`src/rtl/pipeline_stage_elastic.sv`:
```
// Elastic valid/ready pipeline stage register with optional two-entry skid buffer,
// flushable control field (masked to zero on bubbles) and saturating stall counter.
module pipeline_stage_elastic #(
    parameter int DATA_W = 64,
    parameter int CTRL_W = 8,
    parameter int SKID   = 1,
    parameter int CNT_W  = 16
) (
    input  logic              clk,
    input  logic              reset,
    input  logic              flush,
    input  logic              in_valid,
    output logic              in_ready,
    input  logic [DATA_W-1:0] in_data,
    input  logic [CTRL_W-1:0] in_ctrl,
    output logic              out_valid,
    input  logic              out_ready,
    output logic [DATA_W-1:0] out_data,
    output logic [CTRL_W-1:0] out_ctrl,
    output logic [CNT_W-1:0]  stall_cnt,
    input  logic              stall_clr
);

    logic              m_valid_s;
    logic [DATA_W-1:0] m_data_q;
    logic [CTRL_W-1:0] m_ctrl_q;
    logic              in_xfer_s;
    logic              out_xfer_s;
    logic [CNT_W-1:0]  stall_cnt_q;
    logic [CNT_W-1:0]  stall_cnt_d;

    assign in_xfer_s  = in_valid & in_ready;
    assign out_xfer_s = m_valid_s & out_ready;

    assign out_valid = m_valid_s;
    assign out_data  = m_data_q;
    // A bubble must never present a live write enable downstream.
    assign out_ctrl  = m_valid_s ? m_ctrl_q : {CTRL_W{1'b0}};
    assign stall_cnt = stall_cnt_q;

    generate
        if (SKID != 0) begin : g_skid
            typedef enum logic [1:0] {
                ST_EMPTY = 2'd0,
                ST_ONE   = 2'd1,
                ST_TWO   = 2'd2
            } state_e;

            state_e            state_q;
            state_e            state_d;
            logic              in_ready_q;
            logic              in_ready_d;
            logic [DATA_W-1:0] m_data_d;
            logic [CTRL_W-1:0] m_ctrl_d;
            logic [DATA_W-1:0] s_data_q;
            logic [DATA_W-1:0] s_data_d;
            logic [CTRL_W-1:0] s_ctrl_q;
            logic [CTRL_W-1:0] s_ctrl_d;

            assign m_valid_s = (state_q != ST_EMPTY);
            assign in_ready  = in_ready_q;

            // State and storage registers of the two-entry buffer.
            always_ff @(posedge clk) begin
                if (reset) begin
                    state_q    <= ST_EMPTY;
                    in_ready_q <= 1'b1;
                    m_data_q   <= {DATA_W{1'b0}};
                    m_ctrl_q   <= {CTRL_W{1'b0}};
                    s_data_q   <= {DATA_W{1'b0}};
                    s_ctrl_q   <= {CTRL_W{1'b0}};
                end else begin
                    state_q    <= state_d;
                    in_ready_q <= in_ready_d;
                    m_data_q   <= m_data_d;
                    m_ctrl_q   <= m_ctrl_d;
                    s_data_q   <= s_data_d;
                    s_ctrl_q   <= s_ctrl_d;
                end
            end

            // Next-state: occupancy transitions, then flush override.
            always_comb begin
                state_d  = state_q;
                m_data_d = m_data_q;
                m_ctrl_d = m_ctrl_q;
                s_data_d = s_data_q;
                s_ctrl_d = s_ctrl_q;
                case (state_q)
                    ST_EMPTY: begin
                        if (in_xfer_s) begin
                            state_d  = ST_ONE;
                            m_data_d = in_data;
                            m_ctrl_d = in_ctrl;
                        end else begin
                            state_d = ST_EMPTY;
                        end
                    end
                    ST_ONE: begin
                        if (in_xfer_s && out_xfer_s) begin
                            m_data_d = in_data;
                            m_ctrl_d = in_ctrl;
                        end else if (in_xfer_s) begin
                            state_d  = ST_TWO;
                            s_data_d = in_data;
                            s_ctrl_d = in_ctrl;
                        end else if (out_xfer_s) begin
                            state_d = ST_EMPTY;
                        end else begin
                            state_d = ST_ONE;
                        end
                    end
                    ST_TWO: begin
                        if (out_xfer_s) begin
                            state_d  = ST_ONE;
                            m_data_d = s_data_q;
                            m_ctrl_d = s_ctrl_q;
                        end else begin
                            state_d = ST_TWO;
                        end
                    end
                    default: begin
                        state_d = ST_EMPTY;
                    end
                endcase
                // Flush kills everything held and the same-cycle input; payloads stay put.
                if (flush) begin
                    state_d  = ST_EMPTY;
                    m_data_d = m_data_q;
                    s_data_d = s_data_q;
                    m_ctrl_d = {CTRL_W{1'b0}};
                    s_ctrl_d = {CTRL_W{1'b0}};
                end else begin
                    state_d = state_d;
                end
                in_ready_d = (state_d != ST_TWO);
            end
        end else begin : g_single
            logic              m_valid_q;
            logic              m_valid_d;
            logic [DATA_W-1:0] m_data_d;
            logic [CTRL_W-1:0] m_ctrl_d;

            assign m_valid_s = m_valid_q;
            assign in_ready  = ~m_valid_q | out_ready;

            // Single holding register.
            always_ff @(posedge clk) begin
                if (reset) begin
                    m_valid_q <= 1'b0;
                    m_data_q  <= {DATA_W{1'b0}};
                    m_ctrl_q  <= {CTRL_W{1'b0}};
                end else begin
                    m_valid_q <= m_valid_d;
                    m_data_q  <= m_data_d;
                    m_ctrl_q  <= m_ctrl_d;
                end
            end

            // Next-state of the single register, flush first.
            always_comb begin
                m_valid_d = m_valid_q;
                m_data_d  = m_data_q;
                m_ctrl_d  = m_ctrl_q;
                if (flush) begin
                    m_valid_d = 1'b0;
                    m_ctrl_d  = {CTRL_W{1'b0}};
                end else if (in_xfer_s) begin
                    m_valid_d = 1'b1;
                    m_data_d  = in_data;
                    m_ctrl_d  = in_ctrl;
                end else if (out_xfer_s) begin
                    m_valid_d = 1'b0;
                end else begin
                    m_valid_d = m_valid_q;
                end
            end
        end
    endgenerate

    // Stall counter next value: clear wins, increment saturates.
    always_comb begin
        stall_cnt_d = stall_cnt_q;
        if (stall_clr) begin
            stall_cnt_d = {CNT_W{1'b0}};
        end else if (m_valid_s && !out_ready && (stall_cnt_q != {CNT_W{1'b1}})) begin
            stall_cnt_d = stall_cnt_q + {{(CNT_W-1){1'b0}}, 1'b1};
        end else begin
            stall_cnt_d = stall_cnt_q;
        end
    end

    // Stall counter register.
    always_ff @(posedge clk) begin
        if (reset) begin
            stall_cnt_q <= {CNT_W{1'b0}};
        end else begin
            stall_cnt_q <= stall_cnt_d;
        end
    end

endmodule

```
`config.mk`:
```
export PLATFORM = sky130hd
export DESIGN_NAME = pipeline_stage_elastic
export DESIGN_NICKNAME = d
export VERILOG_FILES = /design/src/rtl/pipeline_stage_elastic.sv
export SDC_FILE = /design/constraint.sdc
export NUM_CORES = 1
export LEC_CHECK = 0
export CORE_AREA = 5 5 130 132
export CTS_CLUSTER_DIAMETER = 120
export CTS_CLUSTER_SIZE = 25
export DETAILED_ROUTE_END_ITERATION = 12
export DIE_AREA = 0 0 135 137
export PLACE_DENSITY = 0.76
export RECOVER_POWER = 100
export SKIP_CTS_REPAIR_TIMING = 1
export SYNTH_ARGS = -nofsm -noshare
export SYNTH_HDL_FRONTEND = slang
export SYNTH_SLANG_ARGS = --single-unit
```
`constraint.sdc`:
```
create_clock -name clk -period 1.45 [get_ports clk]
set_input_delay 0.145 -clock clk [delete_from_list [all_inputs] [get_ports clk]]
set_output_delay 0.145 -clock clk [all_outputs]
set_load 0.03 [all_outputs]
```
==> impl_metrics.env, run 1 <==
export IMPL_synth_compound_area_frac=0.216
export IMPL_synthAdderAreaFrac=0.00181
export IMPL_synthSimpleGateAreaFrac=0.140
export IMPL_cp_max_fo=7
export IMPL_grt_pass1_wl_um=29800
export IMPL_viasPerCell=5.54
export IMPL_grt_pass1_vias=5946
export IMPL_drtAntennaViolNets=0
export IMPL_gr_total_overflow=0
export IMPL_synth_xor_area_share=0
export IMPL_setup_viol=169
export IMPL_clk_latency_ns=0.43
export IMPL_start_kind="flip-flop"
export IMPL_clockBufferDepth=2
export IMPL_r2r_start="g_skid.state_q[0]"
export IMPL_setup_ws_ns=-0.356
export IMPL_ir_drop_mv=0.827
export IMPL_path_clk_slew_ns=0.07
export IMPL_synthFlopType="dfxtp_1"
export IMPL_first_pass_iters=4
export IMPL_synthMuxAreaShare=0.119
export IMPL_whs_path_depth=3
export IMPL_cp_arrival_ns=2.13
export IMPL_grt_max_degree=80
export IMPL_wl_per_cell_um=18.2
export IMPL_power_leakage_nw=4.31
export IMPL_syn_to_final_growth_pct=51.7
export IMPL_cp_end_kind="flip-flop"
export IMPL_synth_top_family_by_area="compound AO/OA/AOI/OAI gates"
export IMPL_crit_required_ns=1.77
export IMPL_finalPower_mw=10.8
export IMPL_htree_num_levels=4
export IMPL_syn_area_per_cell_sq_um=8.97
export IMPL_drt_iter0_drc=364
export IMPL_routabilityCongestion=0.809
export IMPL_syn_num_nets=850
export IMPL_ys_seq_area_frac=0.472
export IMPL_synth_edf_count=0
export IMPL_power_density_mw_per_mm2=1030
export IMPL_timing_final_crit_share=1.25
export IMPL_setup_worst_path_class="reg2reg"
export IMPL_async_reset_ff_frac=0
export IMPL_die_h_um=137
export IMPL_cts_buffers_inserted=17
export IMPL_clock_sinks=163
export IMPL_ys_ff_latch=163
export IMPL_ys_types=43
export IMPL_drive_above_1_share=0.250
export IMPL_fp_coreArea_sq_mm=0.0156
export IMPL_finalWirelength_um=22200
export IMPL_die_x_um=135
export IMPL_root_buffer="clkbuf_16"
export IMPL_final_cell_mix="dfxtp_1, nand2_1, a21oi_1"
export IMPL_rr_worst_depth=8
export IMPL_rr_endpoint="out_data[53]"
export IMPL_insertedDiodeCount=0
export IMPL_antenna_found_initial=2
export IMPL_outcome="finished, violations left"
export IMPL_hold_end="in_ready"
export IMPL_setup_tns_ns=-24.70
export IMPL_rows=46
export IMPL_hpwl_um=12700
export IMPL_worstMarginPinSlew_ns=0.542
export IMPL_synthCells=771
export IMPL_rsz0062_at_grt="yes"
export IMPL_ys_warn_count=0
export IMPL_fin_crit_ns=1.81
export IMPL_skew_ns=0.0101
export IMPL_drv_cap=0
export IMPL_holdCritPathClass="in2reg"
export IMPL_dp_cells=1143
export IMPL_numPortBuffers=167
export IMPL_hold_violations=0
export IMPL_drcViolationCount=0
export IMPL_cts_tree="done"
export IMPL_start_util=0.443
export IMPL_min_from="reset"
export IMPL_fin_hold_ws_ns=0.142
export IMPL_final_cells=1216
export IMPL_top_level_ports=168
export IMPL_nNetsFinal=1066
export IMPL_final_common_cell="dfxtp_1"
export IMPL_ff2ff_setup_slack_ns=-0.36
export IMPL_fmax_mhz=554
export IMPL_failed_checks="setup timing"
export IMPL_grt_use_total=0.200
export IMPL_slew_violations=0
export IMPL_die_area_sq_mm=0.0185
export IMPL_vias=6734
export IMPL_fillerInstances=1249
export IMPL_slew_headroom=0.638
export IMPL_syn_cell_area_sq_mm=0.00691
[flip-flops by register name, indices dropped and copies added, names as in the netlist]
| name | count |
|---|---|
| g_skid.s_ctrl_q | 8 |
| g_skid.state_q | 2 |
| stall_cnt | 16 |
| m_ctrl_q | 8 |
| out_data | 64 |
| in_ready | 1 |
| g_skid.s_data_q | 64 |
[per-layer routing]
metal  GRT usage  wire length (um)
met1       0.247              9260
met2       0.334             11100
met3      0.0592              1320
met4      0.0666               435
met5           0                34
[worst max-delay path, stage by stage (launching register included)]
cell and delay (ns):
dfxtp_4 0.34, buf_6 0.12, nor2b_4 0.13, o31ai_4 0.33, buf_6 0.21, buf_12 0.11, clkbuf_16 0.13, a21oi_1 0.08
a311oi_1 0.24
[power breakdown]
part	leakage (nW)	switching, mW	internal [mW]
Clock	0.291	1.81	2.69
Combinational	2.69	0.923	0.689
Sequential	1.34	0.101	4.62
[metrics by stage]
step	setup slack [ns]	utilization	area, sq um
floorplan	-0.135	-	7130
global placement	-0.366	0.600	9350
detailed placement	-0.455	0.600	9350
CTS	-0.742	0.638	9950
global route	-0.415	0.672	10500
finish	-0.356	0.672	10500
[kinds of logic (layout without fill, tap and decap cells)]
kind of cell	Yosys count	after routing
AOI/OAI and AO/OA	234	234
adders and majority gates	1	1
buffers and inverters	79	306
DFF	163	163
muxes	82	82
and+or+nand+nor	212	214
[cells in the mapped netlist, types with 2 or more instances]
cell | count | area (sq um)
dfxtp_1 | 163 | 3260
nor3_1 | 3 | 15.0
or3_1 | 5 | 31.3
nand4_1 | 9 | 56.3
o311ai_0 | 2 | 17.5
nor4_2 | 2 | 25.0
nand2_1 | 136 | 510
nor2_1 | 21 | 78.8
inv_1 | 6 | 22.5
nand3_1 | 5 | 25.0
clkbuf_1 | 44 | 165
nand3b_1 | 2 | 15.0
o41ai_1 | 2 | 17.5
buf_2 | 24 | 120
a311oi_1 | 64 | 561
mux2i_1 | 82 | 821
or2_2 | 4 | 25.0
a211oi_1 | 8 | 60.1
or4_1 | 4 | 30.0
buf_6 | 2 | 22.5
o21ai_0 | 5 | 25.0
a21oi_1 | 141 | 706
and3_1 | 3 | 18.8
o31ai_1 | 7 | 52.6
nor2b_1 | 9 | 56.3
[area by class of cell]
cell class,count,area [sq um],area share
multi-input cells,531,3820,0.365
inverters,6,25.0,0.00239
well taps,216,270,0.0258
repair buffers,268,2470,0.235
clock buffers,25,527,0.0502
clock inverters,7,68.8,0.00656
flip-flops and latches,163,3300,0.315
[how the worst max path moves through the flow]
stage	startpoint	to	slack, ns	cells past startpoint
finish	g_skid.state_q[0]	out_data[53]	-0.36	8
detailed placement	in_valid	out_data[61]	-0.45	7
CTS	g_skid.state_q[1]	out_ctrl[1]	-0.74	3
floorplan	stall_cnt[1]	stall_cnt[15]	-0.13	5
global placement	out_ready	stall_cnt[9]	-0.37	5
global route	g_skid.state_q[0]	out_data[53]	-0.41	8
Power figures use the tool's default switching activity.
==> run 2: changes to the inputs <==
--- a/config.mk
+++ b/config.mk
@@ -12,6 +12,7 @@
 export DIE_AREA = 0 0 135 137
 export PLACE_DENSITY = 0.76
 export RECOVER_POWER = 100
+export REMOVE_ABC_BUFFERS = 1
 export SKIP_CTS_REPAIR_TIMING = 1
 export SYNTH_ARGS = -nofsm -noshare
 export SYNTH_HDL_FRONTEND = slang
==> run 2 against run 1 <==
Compared with the run above: the run still ends with setup timing left; worst hold slack got worse by 0.11 ns; sequential share of layout area decreased by 2.0 points; clock-buffer cell count decreased by 6; cell area increased by 5.8%; via count increased by 0.59%; combinational power increased by 14%; fmax increased by 3.1%; wire length decreased by 2.2%; clock skew decreased by 0.0033 ns; first-iteration DRC count increased by 49%; largest power group unchanged.
==> impl_metrics.env, run 2 (synthesized netlist as in run 1, its figures left out) <==
export IMPL_cp_max_fo=6
export IMPL_hpwl_um=12300
export IMPL_drive_above_1_share=0.250
export IMPL_failed_checks="setup timing"
export IMPL_crit_required_ns=1.79
export IMPL_wl_per_cell_um=17.6
export IMPL_ff2ff_setup_slack_ns=-0.30
export IMPL_slew_violations=0
export IMPL_htree_num_levels=4
export IMPL_grt_pass1_wl_um=28800
export IMPL_critical_path_buf_inv_count=4
export IMPL_insertedDiodeCount=0
export IMPL_ir_drop_mv=0.788
export IMPL_drv_cap=0
export IMPL_slew_headroom=0.626
export IMPL_final_common_cell="dfxtp_1"
export IMPL_setup_tns_ns=-22.98
export IMPL_syn_to_final_growth_pct=60.5
export IMPL_critPathSlowestCell="dfxtp_2"
export IMPL_viasPerCell=5.51
export IMPL_fin_hold_ws_ns=0.0300
export IMPL_final_util=0.711
export IMPL_antenna_found_initial=0
export IMPL_rows=46
export IMPL_placedInstanceArea_sq_mm=0.00927
export IMPL_finalWirelength_um=21700
export IMPL_use_met3=0.0507
export IMPL_cp_arrival_ns=2.09
export IMPL_vias=6774
export IMPL_cts_tree="done"
export IMPL_routabilityCongestion=0.830
export IMPL_drtAntennaViolNets=0
export IMPL_met2_usage=0.312
export IMPL_path_depth=8
export IMPL_setup_worst_path_class="reg2reg"
export IMPL_finalPower_mw=11.1
export IMPL_clockBufferDepth=2
export IMPL_final_area_sq_mm=0.0111
export IMPL_grt_pass1_vias=5767
export IMPL_fp_coreArea_sq_mm=0.0156
export IMPL_nNetsFinal=1079
export IMPL_slowest_delay_ns=0.34
export IMPL_final_cell_mix="dfxtp_1, nand2_1, a21oi_1"
export IMPL_path_clk_slew_ns=0.07
export IMPL_die_h_um=137
export IMPL_rsz0062_at_grt="yes"
export IMPL_setup_viol=153
export IMPL_grt_use_total=0.192
export IMPL_fmax_mhz=571
export IMPL_whs_path_depth=2
export IMPL_critPathMostFrequentCell="buf_6"
export IMPL_power_density_mw_per_mm2=999
export IMPL_worstMarginPinSlew_ns=0.560
export IMPL_die_x_um=135
export IMPL_fillerInstances=1109
export IMPL_critPathTopFamily="compound AO/OA/AOI/OAI gates"
export IMPL_skew_ns=0.00678
export IMPL_grt_most_used_layer="met2"
export IMPL_die_area_sq_mm=0.0185
export IMPL_hold_violations=0
export IMPL_top_level_ports=168
export IMPL_rr_worst_depth=8
export IMPL_outcome="finished, violations left"
export IMPL_root_buffer="clkbuf_16"
export IMPL_met1_usage=0.254
export IMPL_start_kind="flip-flop"
export IMPL_numPortBuffers=167
export IMPL_drcViolationCount=0
export IMPL_gr_total_overflow=0
export IMPL_setup_ws_ns=-0.302
export IMPL_power_leakage_nw=5.55
export IMPL_fin_crit_ns=1.75
export IMPL_start_util=0.443
export IMPL_timing_final_crit_share=1.21
export IMPL_worstPathCellList="buf_6, nor2b_4, o31ai_4, buf_6, buf_12, clkbuf_16, a21oi_1, a311oi_1"
export IMPL_clock_sinks=163
export IMPL_drt_iter0_drc=541
export IMPL_grt_max_degree=116
export IMPL_clk_latency_ns=0.43
export IMPL_cp_end_kind="flip-flop"
export IMPL_cts_buffers_inserted=17
export IMPL_first_pass_iters=6
export IMPL_holdCritPathClass="in2reg"
-- run 2: changes by cell type in the layout (fill, tap and decap cells not counted), moves of 9 or more --
cell            previous run  this run
dlymetal6s2s_1             3        76
a311oi_2                   8        24
buf_12                    25        16
a21oi_2                   29        20
nand2_4                   19         0
dfxtp_1                  148       157
a21oi_1                  109       119
clkbuf_1                  80         4
buf_4                     49        61
nand2_1                  116       136
dfxtp_4                    9         0
a311oi_1                  56        39
-- run 2: path summary, 6_finish.rpt --
check / start / end
setup / recovery: g_skid.state_q[0] / out_data[0]
hold / removal: reset / g_skid.s_data_q[32]
setup reg to reg: g_skid.state_q[0] / out_data[0]
hold reg to reg: g_skid.s_data_q[61] / g_skid.s_data_q[61]
-- run 2: through the flow --
| step | setup slack [ns] | std cells |
|---|---|---|
| global placement | -0.397 | 1157 |
| CTS | -0.761 | 1189 |
| detailed placement | -0.469 | 1157 |
| global route | -0.356 | 1229 |
| floorplan | -2.90 | 698 |
| finish | -0.302 | 1229 |
-- run 2: area by class of cell --
type / instances / area [sq um] / area share
clock inverters: 13 / 135 / 0.0122
repair buffers: 282 / 3190 / 0.287
well taps: 216 / 270 / 0.0244
inverters: 6 / 25.0 / 0.00226
flip-flops and latches: 163 / 3270 / 0.295
clock buffers: 19 / 453 / 0.0408
multi-input cells: 530 / 3750 / 0.338
-- run 2: power by group --
group,switching (mW),leakage (nW),total (mW),internal [mW]
logic,0.948,3.95,1.84,0.892
clock network,1.88,0.277,4.49,2.62
registers,0.112,1.33,4.75,4.64
-- run 2: routing by layer --
layer	vias to the layer above	part of all wire	routed length, um
met1	3231	0.43	9330
met5	-	0	0
met2	246	0.49	10600
met3	23	0.070	1520
met4	0	0.0095	205
li1	3274	-	-
==> run 3: changes to the inputs <==
--- a/config.mk
+++ b/config.mk
@@ -5,15 +5,18 @@
 export SDC_FILE = /design/constraint.sdc
 export NUM_CORES = 1
 export LEC_CHECK = 0
-export CORE_AREA = 5 5 130 132
+export ABC_AREA = 1
+export CORE_AREA = 5 5 135 137
 export CTS_CLUSTER_DIAMETER = 120
 export CTS_CLUSTER_SIZE = 25
 export DETAILED_ROUTE_END_ITERATION = 12
-export DIE_AREA = 0 0 135 137
-export PLACE_DENSITY = 0.76
+export DIE_AREA = 0 0 140 142
+export PLACE_DENSITY = 0.75
 export RECOVER_POWER = 100
 export REMOVE_ABC_BUFFERS = 1
 export SKIP_CTS_REPAIR_TIMING = 1
+export SKIP_LAST_GASP = 1
 export SYNTH_ARGS = -nofsm -noshare
 export SYNTH_HDL_FRONTEND = slang
 export SYNTH_SLANG_ARGS = --single-unit
+export TNS_END_PERCENT = 30
==> run 3 against run 2 <==
Compared with the run above: the flow still finishes with violations (setup timing); largest power group unchanged; sequential cell count stayed put; highest routed layer unchanged; clock skew rose by 0.0020 ns; global-route usage fell by 0.83 points; fmax up 7.0%.
==> impl_metrics.env, run 3 <==
export IMPL_drcViolationCount=0
export IMPL_ys_seq_area_frac=0.432
export IMPL_grt_use_total=0.184
export IMPL_slew_violations=0
export IMPL_wl_per_cell_um=13.5
export IMPL_start_kind="flip-flop"
export IMPL_hold_violations=0
export IMPL_synth_area_leaders="dfxtp_1, nand2_1, nand2_4, o21ai_0, a21oi_1"
export IMPL_syn_cell_area_sq_mm=0.00755
export IMPL_fp_coreArea_sq_mm=0.0169
export IMPL_finalPower_mw=10.2
export IMPL_start_util=0.446
export IMPL_crit_required_ns=1.31
export IMPL_routabilityCongestion=0.810
export IMPL_power_density_mw_per_mm2=1020
export IMPL_syn_to_final_growth_pct=32.1
export IMPL_cp_arrival_ns=1.49
export IMPL_final_cell_mix="nand2_1, dfxtp_1, o21ai_0"
export IMPL_ys_types=32
export IMPL_setup_tns_ns=-11.14
export IMPL_rsz0062_at_grt="yes"
export IMPL_ir_drop_mv=0.772
export IMPL_grt_pass1_wl_um=30300
export IMPL_slew_headroom=0.608
export IMPL_yosys_area_top_type="dfxtp_1"
export IMPL_clk_latency_ns=0.42
export IMPL_top_level_ports=168
export IMPL_hpwl_um=12700
export IMPL_synth_most_common_cell="nand2_1"
export IMPL_viasPerCell=4.82
export IMPL_cts_tree="done"
export IMPL_die_x_um=140
export IMPL_clock_sinks=163
export IMPL_vias=6632
export IMPL_die_area_sq_mm=0.0199
export IMPL_die_h_um=142
export IMPL_setup_ws_ns=-0.188
export IMPL_placedInstanceArea_sq_mm=0.00964
export IMPL_clockBufferDepth=2
export IMPL_synthFlopType="dfxtp_1"
export IMPL_fmax_mhz=611
export IMPL_insertedDiodeCount=0
export IMPL_worstMarginPinSlew_ns=0.588
export IMPL_drt_iter0_drc=251
export IMPL_root_buffer="clkbuf_16"
export IMPL_timing_final_crit_share=1.13
export IMPL_fillerInstances=1564
export IMPL_ys_ff_latch=163
export IMPL_seq_area_sq_mm=0.00327
export IMPL_synthCells=958
export IMPL_cp_end_kind="primary output"
export IMPL_final_area_sq_mm=0.00996
export IMPL_synth_edf_count=0
export IMPL_outcome="finished, violations left"
export IMPL_worstPathCellList="clkdlybuf4s50_1"
export IMPL_fin_hold_ws_ns=0.140
export IMPL_finalWirelength_um=18600
export IMPL_setup_worst_path_class="reg2out"
export IMPL_rr_worst_depth=7
export IMPL_critPathTopFamily="buffers and inverters"
export IMPL_synth_commonest_cells="nand2_1, dfxtp_1, o21ai_0"
export IMPL_path_depth=1
export IMPL_drtAntennaViolNets=0
export IMPL_drive_above_1_share=0.209
export IMPL_gr_total_overflow=0
export IMPL_critPathSlowestCell="clkdlybuf4s50_1"
export IMPL_syn_area_per_cell_sq_um=7.88
export IMPL_first_pass_iters=5
export IMPL_multi_input_comb_area_sq_mm=0.00360
export IMPL_grt_max_degree=65
export IMPL_grt_pass1_vias=6302
export IMPL_cp_max_fo=2
export IMPL_drv_cap=0
export IMPL_cts_buffers_inserted=17
export IMPL_rows=48
export IMPL_whs_path_depth=4
export IMPL_fin_crit_ns=1.64
export IMPL_critical_path_buf_inv_count=1
export IMPL_async_reset_ff_frac=0
export IMPL_htree_num_levels=4
export IMPL_failed_checks="setup timing"
export IMPL_numPortBuffers=167
export IMPL_holdCritPathClass="in2reg"
export IMPL_ys_warn_count=0
export IMPL_setup_viol=150
export IMPL_final_common_cell="nand2_1"
export IMPL_antenna_found_initial=0
export IMPL_slowest_delay_ns=0.69
export IMPL_power_leakage_nw=3.82
export IMPL_synth_top_cell_area_share=0.432
export IMPL_path_clk_slew_ns=0.06
export IMPL_skew_ns=0.00878
export IMPL_post_place_ws_ns=-0.295
export IMPL_nNetsFinal=1219
## run 3: cells by family after synthesis
kind of cell / synth area share
AOI/OAI and AO/OA: 0.229
buffers and inverters: 0.106
xor gates and xnor gates: 0.00696
DFF: 0.432
adders and majority gates: 0.00166
and+or+nand+nor: 0.223
## run 3: path summary, 6_finish.rpt
kind / startpoint / endpoint / slack (ns)
max reg2reg: g_skid.state_q[0] / out_data[39] / -0.14
max: out_data[27] / out_data[27] / -0.19
min: reset / g_skid.state_q[1] / 0.14
min reg2reg: g_skid.s_data_q[9] / g_skid.s_data_q[9] / 0.45
## run 3: routing by layer
layer	GRT usage	vias to the layer above	part of all wire
met1	0.243	2994	0.48
met4	0.0367	0	0.0077
li1	-	3459	-
met5	0	-	0
met3	0.0524	16	0.057
met2	0.304	163	0.46
## run 3: report_power, final
part | total [mW] | switching, mW | leakage, nW | internal (mW)
logic | 1.27 | 0.736 | 2.22 | 0.537
registers | 4.70 | 0.0980 | 1.33 | 4.60
clock network | 4.21 | 1.78 | 0.266 | 2.44
total | 10.2 | 2.61 | 3.82 | 7.58
## run 3: final cells by class
type | instances | area share
multi-input cells | 635 | 0.362
flip-flops and latches | 163 | 0.329
repair buffers | 221 | 0.187
clock buffers | 22 | 0.0466
inverters | 102 | 0.0397
well taps | 225 | 0.0283
clock inverters | 9 | 0.00829
## run 3: metrics by stage
| stage | util | cells |
|---|---|---|
| global placement | 0.569 | 1344 |
| global route | 0.588 | 1377 |
| CTS | 0.602 | 1375 |
| detailed placement | 0.569 | 1344 |
| floorplan | - | 899 |
| finish | 0.588 | 1377 |
